File: config.mk
export PLATFORM = sky130hd
export DESIGN_NAME = arcade_input_cond
export DESIGN_NICKNAME = d
export VERILOG_FILES = /design/src/rtl/arcade_input_cond.sv
export SDC_FILE = /design/constraint.sdc
export NUM_CORES = 1
export LEC_CHECK = 0
export BUFFER_PORTS_ARGS = -buffer_cell sky130_fd_sc_hd__buf_2
export CORE_MARGIN = 3
export CORE_UTILIZATION = 45
export CTS_CLUSTER_DIAMETER = 100
export DETAILED_ROUTE_END_ITERATION = 7
export PLACE_DENSITY_LB_ADDON = 0.12
export SYNTH_ARGS = -nofsm -noshare
export SYNTH_HDL_FRONTEND = slang
export SYNTH_SLANG_ARGS = --single-unit
File: constraint.sdc
create_clock -name CLK -period 12.6 [get_ports CLK]
set_input_delay 2.52 -clock CLK [delete_from_list [all_inputs] [get_ports CLK]]
set_output_delay 2.52 -clock CLK [all_outputs]
set_load 0.005 [all_outputs]
File: src/rtl/arcade_input_cond.sv
`timescale 1ns/1ps
// arcade_input_cond
// Conditions raw player controls before they reach the arcade core.
// Every button bit and the coin request are synchronised and debounced;
// the debounced coin is turned into frame-timed pulses with a lockout gap
// and a small pending queue, so the core never misses or merges coins.
//
// Ports:
//   CLK        system clock
//   RESET      asynchronous reset, active-high, clears every flop
//   vblank     core vertical blank (already in CLK domain)
//   btn_in     raw buttons, active-high, asynchronous
//   coin_in    raw coin request, active-high, asynchronous
//   btn_out    debounced buttons, active-high
//   coin_out   shaped coin pulse, COIN_FRAMES vblank ticks wide
//   coin_busy  coin shaper active or coins pending
//   coin_drop  one-cycle strobe when a coin is discarded (queue full)
module arcade_input_cond #(
    parameter int unsigned NBTN        = 8,
    parameter int unsigned DEB_W       = 16,
    parameter int unsigned DEB_CNT     = 30000,
    parameter int unsigned COIN_FRAMES = 4,
    parameter int unsigned COIN_GAP    = 4,
    parameter int unsigned QMAX        = 3
) (
    input  logic            CLK,
    input  logic            RESET,
    input  logic            vblank,
    input  logic [NBTN-1:0] btn_in,
    input  logic            coin_in,
    output logic [NBTN-1:0] btn_out,
    output logic            coin_out,
    output logic            coin_busy,
    output logic            coin_drop
);
    // Coin is conditioned as bit NBTN alongside the buttons.
    localparam int unsigned NB = NBTN + 1;
    localparam int unsigned FW = 4;

    localparam logic [DEB_W-1:0] DEB_LAST   = DEB_W'(DEB_CNT - 1);
    localparam logic [FW-1:0]    FRAMES_END = FW'(COIN_FRAMES);
    localparam logic [FW-1:0]    GAP_END    = FW'(COIN_GAP);
    localparam logic [1:0]       QFULL      = 2'(QMAX);

    typedef enum logic [1:0] {
        IDLE,
        PULSE,
        GAP
    } coin_state_t;

    logic [NB-1:0]    raw;
    logic [NB-1:0]    sync1;
    logic [NB-1:0]    sync2;
    logic [NB-1:0]    stable;
    logic [DEB_W-1:0] deb_cnt [NB];

    logic stable_coin_d;
    logic vblank_d;
    logic coin_evt;
    logic tick;

    coin_state_t state;
    coin_state_t state_nx;
    logic [FW-1:0] fcnt;
    logic [FW-1:0] fcnt_nx;
    logic [1:0]    pending;
    logic [1:0]    pending_nx;
    logic          coin_out_nx;

    assign raw = {coin_in, btn_in};

    always_ff @(posedge CLK or posedge RESET) begin
        if (RESET) begin
            sync1 <= '0;
            sync2 <= '0;
        end else begin
            sync1 <= raw;
            sync2 <= sync1;
        end
    end

    // A synced value must differ from the stable value for DEB_CNT
    // consecutive cycles before it is accepted; any agreement restarts.
    always_ff @(posedge CLK or posedge RESET) begin
        if (RESET) begin
            stable <= '0;
            for (int unsigned i = 0; i < NB; i++) begin
                deb_cnt[i] <= '0;
            end
        end else begin
            for (int unsigned i = 0; i < NB; i++) begin
                if (sync2[i] == stable[i]) begin
                    deb_cnt[i] <= '0;
                end else if (deb_cnt[i] == DEB_LAST) begin
                    stable[i]  <= sync2[i];
                    deb_cnt[i] <= '0;
                end else begin
                    deb_cnt[i] <= deb_cnt[i] + 1'b1;
                end
            end
        end
    end

    assign btn_out = stable[NBTN-1:0];

    always_ff @(posedge CLK or posedge RESET) begin
        if (RESET) begin
            stable_coin_d <= 1'b0;
            vblank_d      <= 1'b0;
        end else begin
            stable_coin_d <= stable[NBTN];
            vblank_d      <= vblank;
        end
    end

    assign coin_evt = stable[NBTN] & ~stable_coin_d;
    assign tick     = vblank & ~vblank_d;

    always_ff @(posedge CLK or posedge RESET) begin
        if (RESET) begin
            state    <= IDLE;
            fcnt     <= '0;
            pending  <= '0;
            coin_out <= 1'b0;
        end else begin
            state    <= state_nx;
            fcnt     <= fcnt_nx;
            pending  <= pending_nx;
            coin_out <= coin_out_nx;
        end
    end

    // Ticks are only counted while already in PULSE/GAP, so a tick that
    // coincides with the IDLE->PULSE decision does not shorten the pulse.
    always_comb begin
        state_nx   = state;
        fcnt_nx    = fcnt;
        pending_nx = pending;
        coin_drop  = 1'b0;
        case (state)
            IDLE: begin
                if (coin_evt || (pending != '0)) begin
                    state_nx = PULSE;
                    fcnt_nx  = '0;
                    // A fresh event takes the slot of the queued coin.
                    if (!coin_evt) begin
                        pending_nx = pending - 1'b1;
                    end
                end
            end
            PULSE: begin
                if (tick) begin
                    if (fcnt + 1'b1 == FRAMES_END) begin
                        state_nx = GAP;
                        fcnt_nx  = '0;
                    end else begin
                        fcnt_nx = fcnt + 1'b1;
                    end
                end
            end
            GAP: begin
                if (tick) begin
                    if (fcnt + 1'b1 == GAP_END) begin
                        state_nx = IDLE;
                        fcnt_nx  = '0;
                    end else begin
                        fcnt_nx = fcnt + 1'b1;
                    end
                end
            end
            default: begin
                state_nx = IDLE;
                fcnt_nx  = '0;
            end
        endcase
        if ((state != IDLE) && coin_evt) begin
            if (pending < QFULL) begin
                pending_nx = pending + 1'b1;
            end else begin
                coin_drop = 1'b1;
            end
        end
        coin_out_nx = (state_nx == PULSE);
    end

    assign coin_busy = (state != IDLE) | (pending != '0);

endmodule

## Word-level counts from Yosys, hierarchy flattened

Index checks and enable logic that the tools add are counted.

- Flip-flop bits (word level): 182
- Logic and storage cells: 128

- Add/subtract/negate cells: 12
- $lt $le $gt $ge: 1
- Equality and inequality tests: 24
- Mux-type cells: 35
- Bitwise gates (word level): 14
- Reductions and logical operators: 16

Operator list:

| operator | count |
|---|---|
| 16-bit two-way mux | 18 |
| 16-bit by 1-bit adder with 16-bit output (second input constant) | 9 |
| 16-bit by 15-bit == test with 1-bit output (second input constant) | 9 |
| 2-bit two-way mux | 10 |
| 2-bit AND reduction | 10 |
| 4-bit two-way mux | 3 |
| 1-bit inverter | 11 |
| 1-bit == test | 9 |
| 4-bit case mux with 2 select lines | 1 |
| 2-bit case mux with 3 select lines | 1 |
| 4-bit by 1-bit adder with 4-bit output (second input constant) | 1 |
| 2-bit by 1-bit == test with 1-bit output (second input constant) | 2 |
| 4-bit by 3-bit == test with 1-bit output (second input constant) | 1 |
| 2-bit nonzero test | 2 |
| 2-bit by 1-bit adder with 2-bit output (second input constant) | 1 |
| 1-bit AND | 2 |
| 2-bit == test (second input constant) | 1 |
| 2-bit zero test | 1 |
| 2-bit < comparator (second input constant) | 1 |
| 1-bit two-way mux | 2 |
| 2-bit by 1-bit inequality test with 1-bit output (second input constant) | 1 |
| 2-bit inequality test (second input constant) | 1 |
| 2-bit OR reduction | 1 |
| 2-bit by 1-bit subtractor with 2-bit output (second input constant) | 1 |
| 3 further kinds | 3 |

## Depth between registers and ports, before layout

- Depth after elaboration: 7
- Mapped depth: 8
- Depth with buffers taken out: 7

## Least setup slack after synthesis

Ideal clock, no wire load.

- Kind: register to output
- Start: register state[1]
- End: output coin_drop
- Data arrival time: 1047 ps
- Slack: 9033 ps
- Cell stages (with the launch flop): 6
- Cells stage by stage: dfrtp_1 > inv_1 > ha_1 > clkbuf_1 > nor2_1 > and2_1

- Cells in the longest elaborated chain, start to end: 3

RTL lines:

| element | RTL line | text |
|---|---|---|
| from (decl) | 62 | `coin_state_t state;` |
| from (signal assigned) | 126 | `state <= state_nx;` |
| 2-bit nonzero test | 176 | `if ((state != IDLE) && coin_evt) begin` |
| 1-bit logical AND | 176 |  |
| 1-bit two-way mux | 176 |  |
| to (decl) | 34 | `output logic coin_drop` |

Every way passes these cells.

## Final worst setup path

Same ends and word-level chain as after synthesis.

==> results.sh <==
export IMPL_diodes=0
export IMPL_postCtsSetupBuffers=0
export IMPL_grt_usage=0.152
export IMPL_cts_clk_slew_worst_paths_ns=0.07
export IMPL_power_density_nw_per_um2=125
export IMPL_worstPathCellList="inv_1 -> ha_1 -> nor2_1 -> and2_1 -> buf_2"
export IMPL_critPathRequiredTime_ns=10.08
export IMPL_p_switching_uw=253
export IMPL_synthCells=809
export IMPL_startpoint_type="flip-flop"
export IMPL_fp_dieH_um=143
export IMPL_ir_drop_mv=0.0901
export IMPL_p_clk_frac=0.451
export IMPL_grt_pass1_wl_um=25800
export IMPL_gp_congestion=0.820
export IMPL_cp_max_fo=8
export IMPL_viasPerCell=5.22
export IMPL_avgSynthCellArea_um2=10.5
export IMPL_yosys_most_used_dff="dfrtp_1"
export IMPL_synthArstFlopShare=1.00
export IMPL_syn_to_final_growth_pct=9.33
export IMPL_final_setup_skew_ns=0.00682
export IMPL_holdBufCountCts=0
export IMPL_core_area_um2=18300
export IMPL_root_buffer="clkbuf_16"
export IMPL_yosys_warnings=0
export IMPL_row_count=49
export IMPL_dieWidth_um=143
export IMPL_die_area_um2=20600
export IMPL_arrival_ns=1.61
export IMPL_end_kind="output port"
export IMPL_initial_core_util=0.465
export IMPL_synth_cell_types=46
export IMPL_regArea_um2=4550
export IMPL_fillers=1618
export IMPL_outcome="finished clean"
export IMPL_p_leak_nw=4.28
export IMPL_multiInputGateArea_um2=3680
export IMPL_via_count=5543
export IMPL_hold_ws_ns=0.352
export IMPL_fin_crit_sh=0.328
export IMPL_final_util=0.509
export IMPL_rsz0062_at_grt="false"
export IMPL_ctsHtreeMaxLevel=4
export IMPL_drt_iter0_markers=297
export IMPL_dr_pass1_iters=4
export IMPL_syn_area_um2=8500
export IMPL_regToRegSetupSlack_ns=10.52
export IMPL_grt_max_degree=110
export IMPL_fmax_ghz=0.242
export IMPL_dp_cells=1030
export IMPL_ant_nets=0
export IMPL_stdcell_count=1062
export IMPL_hold_viol_final=0
export IMPL_worst_pin_slew_ns=0.959
export IMPL_seqPwrFrac=0.519
export IMPL_slowest_delay_ns=0.44
export IMPL_clk_latency_ns=0.42
export IMPL_reg2reg_depth=4
export IMPL_cap_violations=0
export IMPL_num_io_pins=23
export IMPL_seq_area_frac_synth=0.536
export IMPL_io_buffers=22
export IMPL_wirelength_um=14300
export IMPL_drive_gt1_frac=0.0888
export IMPL_combPwrFrac=0.030
export IMPL_gr_total_overflow=0
export IMPL_drc=0
export IMPL_crit_slowest_cell="dfrtp_1"
export IMPL_cts_buffer_depth=2
export IMPL_critPathKind="flip-flop to output port"
export IMPL_maxSlewViolCount=0
export IMPL_fin_crit_ns=4.13
export IMPL_final_nets=849
export IMPL_synth_edf_count=0
export IMPL_synth_nets=838
export IMPL_tritoncts="yes"
export IMPL_antenna_found_initial=0
export IMPL_switching_share=0.218
export IMPL_intPower_uw=909
export IMPL_finalSetupViolCount=0
export IMPL_min_path_cells=0
export IMPL_wire_per_inst_um=13.4
export IMPL_cts_resized=0
export IMPL_dpl_hpwl_um=9390
export IMPL_fin_tns_setup_ns=0
export IMPL_hp_class="flip-flop to flip-flop"
export IMPL_ys_seq_elements=182
export IMPL_cts_made_buffers=17
export IMPL_clock_sinks=182
export IMPL_relSlewSlack=0.361
export IMPL_grt_pass1_vias=5710
-- synthesized netlist by cell type (3+ instances only) --
master,number,area share
a21oi_1,6,0.0035
a22o_1,3,0.0031
and3_1,40,0.029
and4_1,18,0.019
buf_2,5,0.0029
buf_4,9,0.0079
buf_6,5,0.0066
clkbuf_1,9,0.0040
dfrtp_1,182,0.54
ha_1,17,0.025
inv_1,14,0.0062
mux2_2,9,0.012
nand2_1,46,0.020
nand2b_1,7,0.0052
nand3_1,62,0.037
nand3b_1,7,0.0062
nand4_1,19,0.014
nor2_1,152,0.067
nor2b_1,5,0.0037
nor3_1,9,0.0053
nor4_1,4,0.0029
nor4b_1,8,0.0082
o21ai_0,5,0.0029
or2_2,4,0.0029
or4b_1,5,0.0059
xnor2_1,38,0.039
xor2_1,97,0.10
-- power groups by stage --
stage	combinational, mW	sequential [mW]	clock [mW]
finish	0.0345	0.603	0.525
CTS	0.0364	0.603	0.547
detailed placement	0.0363	0.614	0
global placement	0.0349	0.613	0
floorplan	0.0302	0.612	0
global route	0.0418	0.605	0.568
-- registers in the layout, indices dropped and copies added, names as in the netlist, named ones only --
name and cells:
deb_cnt 144, stable 9, sync1 9, sync2 9, fcnt 4, state 2
coin_out 1, pending 1, stable_coin_d 1, vblank_d 1
-- worst paths after layout --
| path | startpoint | endpoint |
|---|---|---|
| worst max-delay path | state[1] | coin_drop |
| worst min-delay path | sync1[0] | sync2[0] |
| worst max register to register | deb_cnt[139] | deb_cnt[132] |
| worst min register to register | sync1[0] | sync2[0] |
| max in group asynchronous | RESET | sync2[5] |
| min in group asynchronous | RESET | deb_cnt[58] |
-- cell type report --
| class | instances | share of cell area |
|---|---|---|
| flip-flops and latches | 182 | 0.490 |
| multi-input cells | 582 | 0.396 |
| clock buffers | 23 | 0.0547 |
| well taps | 229 | 0.0308 |
| repair buffers | 23 | 0.0127 |
| clock inverters | 9 | 0.00956 |
| inverters | 14 | 0.00619 |
-- layer usage --
layer / wire length (µm) / track usage / up-vias
met3: 409 / 0.0359 / 8
met2: 6790 / 0.252 / 55
li1: - / - / 2736
met1: 6910 / 0.198 / 2744
met4: 156 / 0.0486 / 0
met5: 0 / 0 / -
-- per-stage QoR --
stage	setup slack, ns	instance area (µm²)	total power, mW
6_report	8.47	9290	1.16
3_3_place_gp	8.25	8700	0.648
3_5_place_dp	8.19	8700	0.650
2_1_floorplan	5.14	8500	0.642
4_1_cts	8.45	9290	1.19
5_1_grt	8.34	9290	1.21
-- cells in the final DEF (no fill, tap or decap), drive strengths merged, types with 4 or more instances in the layout --
| cell | instances |
|---|---|
| a21oi | 6 |
| and3 | 41 |
| and4 | 18 |
| buf | 23 |
| clkbuf | 23 |
| dfrtp | 182 |
| ha | 17 |
| inv | 16 |
| mux2 | 9 |
| nand2 | 46 |
| nand2b | 7 |
| nand3 | 62 |
| nand3b | 7 |
| nand4 | 19 |
| nor2 | 152 |
| nor2b | 5 |
| nor3 | 9 |
| nor4 | 5 |
| nor4b | 8 |
| o21ai | 5 |
| or2 | 4 |
| or4b | 5 |
| xnor2 | 38 |
| xor2 | 97 |
-- kinds of logic (layout without fill, tap and decap cells) --
| logic type | after synthesis | in the layout | synth area share |
|---|---|---|---|
| AO/OA/AOI/OAI | 23 | 23 | 0.0193 |
| XOR/XNOR | 135 | 135 | 0.139 |
| adder cells (fa/ha/maj) | 17 | 17 | 0.0250 |
| buffers and inverters | 45 | 69 | 0.0312 |
| flip-flops | 182 | 182 | 0.536 |
| multiplexers | 9 | 9 | 0.0119 |
| AND/OR/NAND/NOR | 398 | 398 | 0.238 |
-- critical path: cells and delay by family, from the launching register on --
kind | cells | cell delay, ns
flops | 1 | 0.44
fa+ha+maj | 1 | 0.29
simple gates | 2 | 0.26
buf+inv | 2 | 0.22
Note: power is estimated with default switching activity, not from simulation.
